<file path="src/rtl/uart_tx_arbiter.sv">
// uart_tx_arbiter: round-robin sharing of one UART byte transmitter.
// Define UART_ARB_FRAME_EN to hold the grant across multi-byte messages.
module uart_tx_arbiter #(
  parameter int NUM_REQ     = 4,
  parameter int ACK_TIMEOUT = 16
) (
  input  logic                       clk,
  input  logic                       rst,
  input  logic [NUM_REQ-1:0]         req_valid,
  input  logic [8*NUM_REQ-1:0]       req_data,
  input  logic [NUM_REQ-1:0]         req_last,
  output logic [NUM_REQ-1:0]         req_ready,
  output logic                       tx_start,
  output logic [7:0]                 tx_data,
  input  logic                       tx_busy,
  output logic [$clog2(NUM_REQ)-1:0] grant_id,
  output logic                       timeout_err
);
  localparam int IW = $clog2(NUM_REQ);

  typedef enum logic [1:0] {
    IDLE,
    WAIT_ACK,
    WAIT_DONE
  } state_t;

  state_t             state;
  logic [IW-1:0]      ptr;
  logic [IW-1:0]      win;
  logic [IW-1:0]      nxt;
  logic [7:0]         cnt;
  logic [NUM_REQ-1:0] elig;
  logic               any;
  logic [IW:0]        j;

`ifdef UART_ARB_FRAME_EN
  logic lock;

  always_comb begin
    elig = req_valid;
    if (lock)
      elig = req_valid & (NUM_REQ'(1) << grant_id);
  end
`else
  logic unused_last;
  assign unused_last = ^req_last;
  assign elig = req_valid;
`endif

  assign any = |elig;
  assign nxt = (grant_id == IW'(NUM_REQ - 1)) ?
               '0 : grant_id + 1'b1;

  // scan downward so the lowest offset from ptr wins
  always_comb begin
    win = '0;
    j   = '0;
    for (int k = NUM_REQ - 1; k >= 0; k--) begin
      j = {1'b0, ptr} + (IW+1)'(k);
      if (j >= (IW+1)'(NUM_REQ))
        j = j - (IW+1)'(NUM_REQ);
      if (elig[j[IW-1:0]])
        win = j[IW-1:0];
    end
  end

  always_ff @(posedge clk) begin
    if (rst) begin
      state       <= IDLE;
      ptr         <= '0;
      cnt         <= '0;
      req_ready   <= '0;
      tx_start    <= 1'b0;
      tx_data     <= '0;
      grant_id    <= '0;
      timeout_err <= 1'b0;
`ifdef UART_ARB_FRAME_EN
      lock        <= 1'b0;
`endif
    end else begin
      req_ready   <= '0;
      tx_start    <= 1'b0;
      timeout_err <= 1'b0;
      unique case (state)
        IDLE: begin
          if (any && !tx_busy) begin
            tx_data   <= req_data[8*win +: 8];
            grant_id  <= win;
            req_ready <= NUM_REQ'(1) << win;
            tx_start  <= 1'b1;
            cnt       <= '0;
            state     <= WAIT_ACK;
`ifdef UART_ARB_FRAME_EN
            lock      <= ~req_last[win];
`endif
          end
        end
        WAIT_ACK: begin
          if (tx_busy) begin
            state <= WAIT_DONE;
          end else if (cnt == 8'(ACK_TIMEOUT - 1)) begin
            timeout_err <= 1'b1;
            state       <= IDLE;
            ptr         <= nxt;
`ifdef UART_ARB_FRAME_EN
            lock        <= 1'b0;
`endif
          end else begin
            cnt <= cnt + 1'b1;
          end
        end
        WAIT_DONE: begin
          if (!tx_busy) begin
            state <= IDLE;
`ifdef UART_ARB_FRAME_EN
            ptr   <= lock ? grant_id : nxt;
`else
            ptr   <= nxt;
`endif
          end
        end
        default: state <= IDLE;
      endcase
    end
  end

endmodule

</file>
<file path="config.mk">
export PLATFORM = sky130hd
export DESIGN_NAME = uart_tx_arbiter
export DESIGN_NICKNAME = d
export VERILOG_FILES = /design/src/rtl/uart_tx_arbiter.sv
export SDC_FILE = /design/constraint.sdc
export NUM_CORES = 1
export LEC_CHECK = 0
export BUFFER_PORTS_ARGS = -buffer_cell sky130_fd_sc_hd__buf_2
export CAP_MARGIN = 20
export CORE_MARGIN = 3
export CORE_UTILIZATION = 43
export CTS_CLUSTER_SIZE = 24
export DETAILED_ROUTE_END_ITERATION = 8
export GPL_TIMING_DRIVEN = 0
export PLACE_DENSITY_LB_ADDON = 0.08
export SLEW_MARGIN = 20
export SYNTH_ARGS = -nofsm -noshare
export SYNTH_HDL_FRONTEND = slang
export SYNTH_SLANG_ARGS = --single-unit
</file>
<file path="constraint.sdc">
create_clock -name clk -period 1.6 [get_ports clk]
set_input_delay 0.32 -clock clk [delete_from_list [all_inputs] [get_ports clk]]
set_output_delay 0.32 -clock clk [all_outputs]
set_load 0.01 [all_outputs]
</file>
== Word-level counts from Yosys, hierarchy flattened ==
Index checks and enable logic that the tools add are counted.

* Flip-flop bits (word level): 28
* Input bits: 43
* Output and inout port bits: 16
* Logic and storage cells: 85

* Equality and inequality tests: 10
* Reductions and logical operators: 13
* Bitwise gates (word level): 3
* Shift operators: 2
* Magnitude comparators: 8
* Add/sub/neg operators: 9
* Mux-type cells: 32

{| class="wikitable"
|+ Operators by type and width
! operator !! number
|-
| 2-bit 2-to-1 mux || 16
|-
| 32-bit by 6-bit indexed part select with 8-bit output || 1
|-
| 8-bit 2-to-1 mux || 3
|-
| 8-bit one-hot mux with 2 select lines || 1
|-
| 2-bit by 3-bit less-than comparator with 1-bit output, second input constant || 4
|-
| 2-bit inequality test, second input constant || 5
|-
| 3-bit >= comparator, second input constant || 3
|-
| 8-bit by 1-bit adder with 8-bit output, second input constant || 1
|-
| 1-bit binary-select mux with 2-bit select || 4
|-
| 8-bit by 4-bit == test with 1-bit output, second input constant || 1
|-
| 4-bit AND reduction || 2
|-
| 2-bit by 1-bit subtractor with 2-bit output, second input constant || 4
|-
| 2-bit by 2-bit adder with 3-bit output, second input constant || 2
|-
| 1-bit 2-to-1 mux || 6
|-
| 2-bit one-hot mux with 3 select lines || 1
|-
| 3-bit OR reduction || 2
|-
| 2-bit == test, second input constant || 2
|-
| 2-bit one-hot mux with 2 select lines || 1
|-
| 2-bit nonzero test || 2
|-
| 4-bit OR reduction || 1
|-
| 1-bit by 2-bit left shift with 4-bit output, first input constant || 1
|-
| 2-bit by 1-bit adder with 3-bit output, second input constant || 1
|-
| 2-bit by 3-bit >= comparator with 1-bit output, second input constant || 1
|-
| 3-bit inequality test, second input constant || 1
|-
| other kinds (9) || 11
|}

== Longest topological paths before layout ==
* Depth in word-level cells: 10
* Gate-level depth with buffers: 8
* Gate-level depth less buffers: 6

== Worst setup path before layout ==
No wires, ideal clock.

* Path kind: input-to-reg
* Start: input req_valid[1]
* End: register req_ready[0]
* Arrival time: 1.548 ns
* Buffers on the path: 2
* Stages: 6
* Path slack: -0.061 ns
* Cell sequence: or4_4 and2_4 o311a_1 buf_6 buf_12 and2_4

* Cells in the longest elaborated chain, start to end: 7
* Elaborated cells on any way between the ends: 17
* Classes of those cells: shift: 1; mux: 12; bitwise: 1; reduce/logical: 3

{| class="wikitable"
|+ Ends and longest elaborated chain
! item !! line !! text
|-
| start, declared || 9 || <nowiki>input logic [NUM_REQ-1:0] req_valid,</nowiki>
|-
| 1-bit binary-select mux with 2-bit select || 62 || <nowiki>if (elig[j[IW-1:0]])</nowiki>
|-
| 1-bit 2-to-1 mux (implied by the code) || 62 ||
|-
| 2-bit 2-to-1 mux (4 in series) || 62 ||
|-
| 1-bit by 2-bit left shift with 4-bit output || 89 || <nowiki>req_ready <= NUM_REQ'(1) << win;</nowiki>
|-
| end signal, assigned || 89 ||
|-
| end, declared || 12 || <nowiki>output logic [NUM_REQ-1:0] req_ready,</nowiki>
|}

Parallel ways exist; a longest one is shown, timed or not. The select of a mux whose other input is x is not followed.
A chain may end at the register's enable or synchronous reset.

== Final worst setup path ==
* Start: register ptr[1]
* End: register tx_data[6]

* Cells in the longest elaborated chain, start to end: 10
* Elaborated cells on any way between the ends: 28
* Classes of those cells: add/sub: 7; order compare: 4; shift: 1; mux: 16

{| class="wikitable"
|+ Ends and longest elaborated chain
! item !! line !! text
|-
| start, declared || 28 || <nowiki>logic [IW-1:0] ptr;</nowiki>
|-
| start signal, assigned || 104 || <nowiki>ptr <= nxt;</nowiki>
|-
| start signal, assigned || 118 || <nowiki>ptr <= nxt;</nowiki>
|-
| 2-bit by 2-bit adder with 3-bit output || 59 || <nowiki>j = {1'b0, ptr} + (IW+1)'(k);</nowiki>
|-
| 3-bit >= comparator / 2-bit by 1-bit subtractor with 2-bit output (equally long branches) || 60, 61 ||
|-
| 2-bit 2-to-1 mux || 60 || <nowiki>if (j >= (IW+1)'(NUM_REQ))</nowiki>
|-
| 1-bit binary-select mux with 2-bit select || 62 ||
|-
| 1-bit 2-to-1 mux (implied by the code) || 62 ||
|-
| 2-bit 2-to-1 mux (3 in series) || 62 ||
|-
| 2-bit 2-to-1 mux (*) || 62 ||
|-
| 32-bit by 6-bit indexed part select with 8-bit output (*) || 87 || <nowiki>tx_data <= req_data[8*win +: 8];</nowiki>
|-
| end signal, assigned || 87 ||
|-
| end, declared || 14 || <nowiki>output logic [7:0] tx_data,</nowiki>
|}

Every way passes the cells marked *; elsewhere a longest branch is shown, timed or not. The select of a mux whose other input is x is not followed.

==> flow_metrics.tcl <==
set metrics [dict create \
    r2r_start "ptr[1]" \
    final_util 0.632 \
    grt_pass1_wl_mm 6.49 \
    syn2layout_area_growth_pct 37.7 \
    port_buffers 54 \
    num-fill-cells 301 \
    totalPowerFinal_w 0.00137 \
    synth_seq_cells 28 \
    synth_fp_nets 206 \
    min_delay_path_depth 3 \
    grt_use_total 0.200 \
    hold_viol 0 \
    rsz0062_at_grt "yes" \
    cts_buffers 3 \
    clkSinkCount 28 \
    criticalPathCategory "reg2reg" \
    path_max_fanout 8 \
    p_leak_nw 0.825 \
    layout-drive-gt1-share 0.469 \
    drv_slew 0 \
    hold_class "in2reg" \
    fin_crit_ns 1.61 \
    ff2ff_setup_slack_ns -0.009 \
    layout_setup_ws_ns -0.00918 \
    instances_no_fill 268 \
    die_y_um 63.6 \
    violations "setup timing" \
    hold_buffers 0 \
    clockBufferDepth 2 \
    seq_area_frac_synth 0.393 \
    holdPathEnd "tx_data[1]" \
    rows 20 \
    yosys.area.top_type "dfxtp_1" \
    syn_avg_cell_area_um2 8.85 \
    slowest_delay_ns 0.35 \
    synth_edf_count 0 \
    status "finished with violations" \
    insertion_delay_ns 0.33 \
    yosysMostFrequentCell "dfxtp_1" \
    coreArea_um2 3100 \
    critPathBufInv 3 \
    startpoint_type "flip-flop" \
    dr.first_iter.drc_count 79 \
    boundaryPins 59 \
    clk_pin_slew_ns 0.16 \
    slew_headroom 0.684 \
    antenna_found_initial 0 \
    ir_drop_uv 402 \
    skew_ns 0.00403 \
    grt_start_max_net_pins 16 \
    cp-end-kind "flip-flop" \
    fp.dieW_um 63.6 \
    path_cells "buf_6, mux2i_2, nor2_2, nor4_4, buf_4, buf_8, a32oi_1, nand4_1" \
    synth_top_area_frac 0.393 \
    drc 0 \
    grt_pass1_vias 1455 \
    place_inst 259 \
    dieArea_um2 4040 \
    ys.flop_type "dfxtp_1" \
    via_count 1515 \
    first_pass_iters 4 \
    wl_per_cell_um 15.4 \
    ant_nets 0 \
    gr-total-overflow 0 \
    critical-path-top-delay-family "simple AND/OR/NAND/NOR gates" \
    synth_cell_types 38 \
    reg2reg_to "tx_data[6]" \
    vias_per_cell 5.65 \
    post-route-period-util 1.01 \
    finalInstanceArea_um2 1960 \
    gp_congestion 0.801 \
    synth_area_leaders "dfxtp_1 39%, nand3_1 7.0%, nand3_2 5.6%, a32oi_1 4.9%, nand4_1 4.0%" \
    h-tree-depth 1 \
    diodes 0 \
    drv_cap 0 \
    rr_worst_depth 8 \
    cts_tree "done" \
    initial_utilization 0.459 \
    tightestPinTransition_ns 0.474 \
    worstHoldStart "req_data[9]" \
    root_buffer "clkbuf_4" \
    synth-warning-count 0 \
    finalSetupViolCount 5 \
    synth_area_um2 1430 \
    finalNetCount 270 \
    fmax_mhz 621 \
    crit_required_ns 1.89 \
    crit_slowest_cell "dfxtp_2" \
    wirelength_mm 4.13 \
    dpl_cell_area_um2 1770 \
    async_flop_share 0 \
    arrival_ns 1.90 \
    p_per_area_nw_per_um2 700 \
    synth_commonest_cells "28 x dfxtp_1, 20 x nand3_1, 14 x nor2_1" \
    hpwl_mm 2.81 \
    synthCells 161 \
]
report_power, final:
part | leakage (nW) | switching (W) | internal (W)
registers | 0.229 | 0.0000202 | 0.000728
clock network | 0.0210 | 0.000220 | 0.000139
logic | 0.575 | 0.000150 | 0.000116
total | 0.825 | 0.000390 | 0.000984
registers in the layout, summed over array words and instances (netlist names):
register	count
cnt	8
tx_data	8
req_ready	4
grant_id	2
ptr	2
state	2
timeout_err	1
tx_start	1
layer usage:
layer  global-route usage  wire [um]  vias to the layer above
met1                0.222       1680                      720
met5                    0          0                        -
met3               0.0303        241                        8
met4               0.0889         70                        0
met2                0.372       2140                       61
li1                     -          -                      726
layout by cell type (no fill, tap or decap), types with 2 or more instances in the layout:
master	instances
nor4_4	2
nand2_1	10
a21oi_2	2
buf_4	5
nor4_2	3
ha_1	2
nand3_1	19
and2_1	2
nor2b_1	2
nor2_1	12
nor3_1	4
a21oi_1	5
dfxtp_2	3
buf_6	5
dfxtp_1	25
and2_4	3
nor2_2	2
and3_4	2
buf_2	55
nand4_1	9
o21ai_0	2
a32oi_1	7
clkbuf_4	3
nand3_2	9
xnor2_1	6
inv_1	3
worst reg2reg max path, cell delays in order, from the launching register on:
cell     delay (ns)
dfxtp_2        0.35
buf_6          0.11
mux2i_2        0.23
nor2_2         0.09
nor4_4         0.27
buf_4          0.18
buf_8          0.13
a32oi_1        0.10
nand4_1        0.09
layout make-up:
type | count | area, um^2 | area share
Multi-Input combinational cell | 122 | 907 | 0.462
Timing Repair Buffer | 60 | 320 | 0.163
Clock buffer | 4 | 36.3 | 0.0185
Inverter | 3 | 11.3 | 0.00574
Buffer | 7 | 67.6 | 0.0344
Tap cell | 44 | 55.1 | 0.0281
Sequential cell | 28 | 564 | 0.288
cell families after synthesis:
family / share of synthesized area
xor+xnor: 0.0369
buf+inv: 0.0544
mux: 0.0140
fa+ha+maj: 0.0176
compound gates: 0.126
flops: 0.393
simple gates: 0.357
worst max-delay path by stage:
| stage | from | endpoint | slack, ns | cells after the start |
|---|---|---|---|---|
| after global placement | tx_busy | tx_data[5] | -0.42 | 7 |
| after global routing | ptr[1] | tx_data[7] | -0.1 | 7 |
| final | ptr[1] | tx_data[6] | -0.009 | 8 |
| after CTS | ptr[1] | tx_data[7] | 0.009 | 7 |
| after floorplan | req_valid[1] | req_ready[0] | -0.06 | 6 |
| after detailed placement | tx_busy | tx_data[5] | -0.42 | 7 |
per-stage QoR:
step	hold slack [ns]	setup TNS, ns	setup WS, ns
final	0.208	-0.0292	-0.00918
after global routing	0.212	-0.660	-0.0996
after CTS	0.205	0	0.00922
after detailed placement	0.473	-6.48	-0.422
after global placement	0.468	-6.02	-0.417
after floorplan	0.458	-0.411	-0.0606
timing repair:
action / in CTS / in global routing
pin swaps: 3 / 19
setup buffers: 2 / 3
gates cloned: 1 / 2
gates resized for setup: 20 / 14
endpoints found under the setup margin: 20 / 21
No activity file was read; power rests on OpenSTA's default activity.
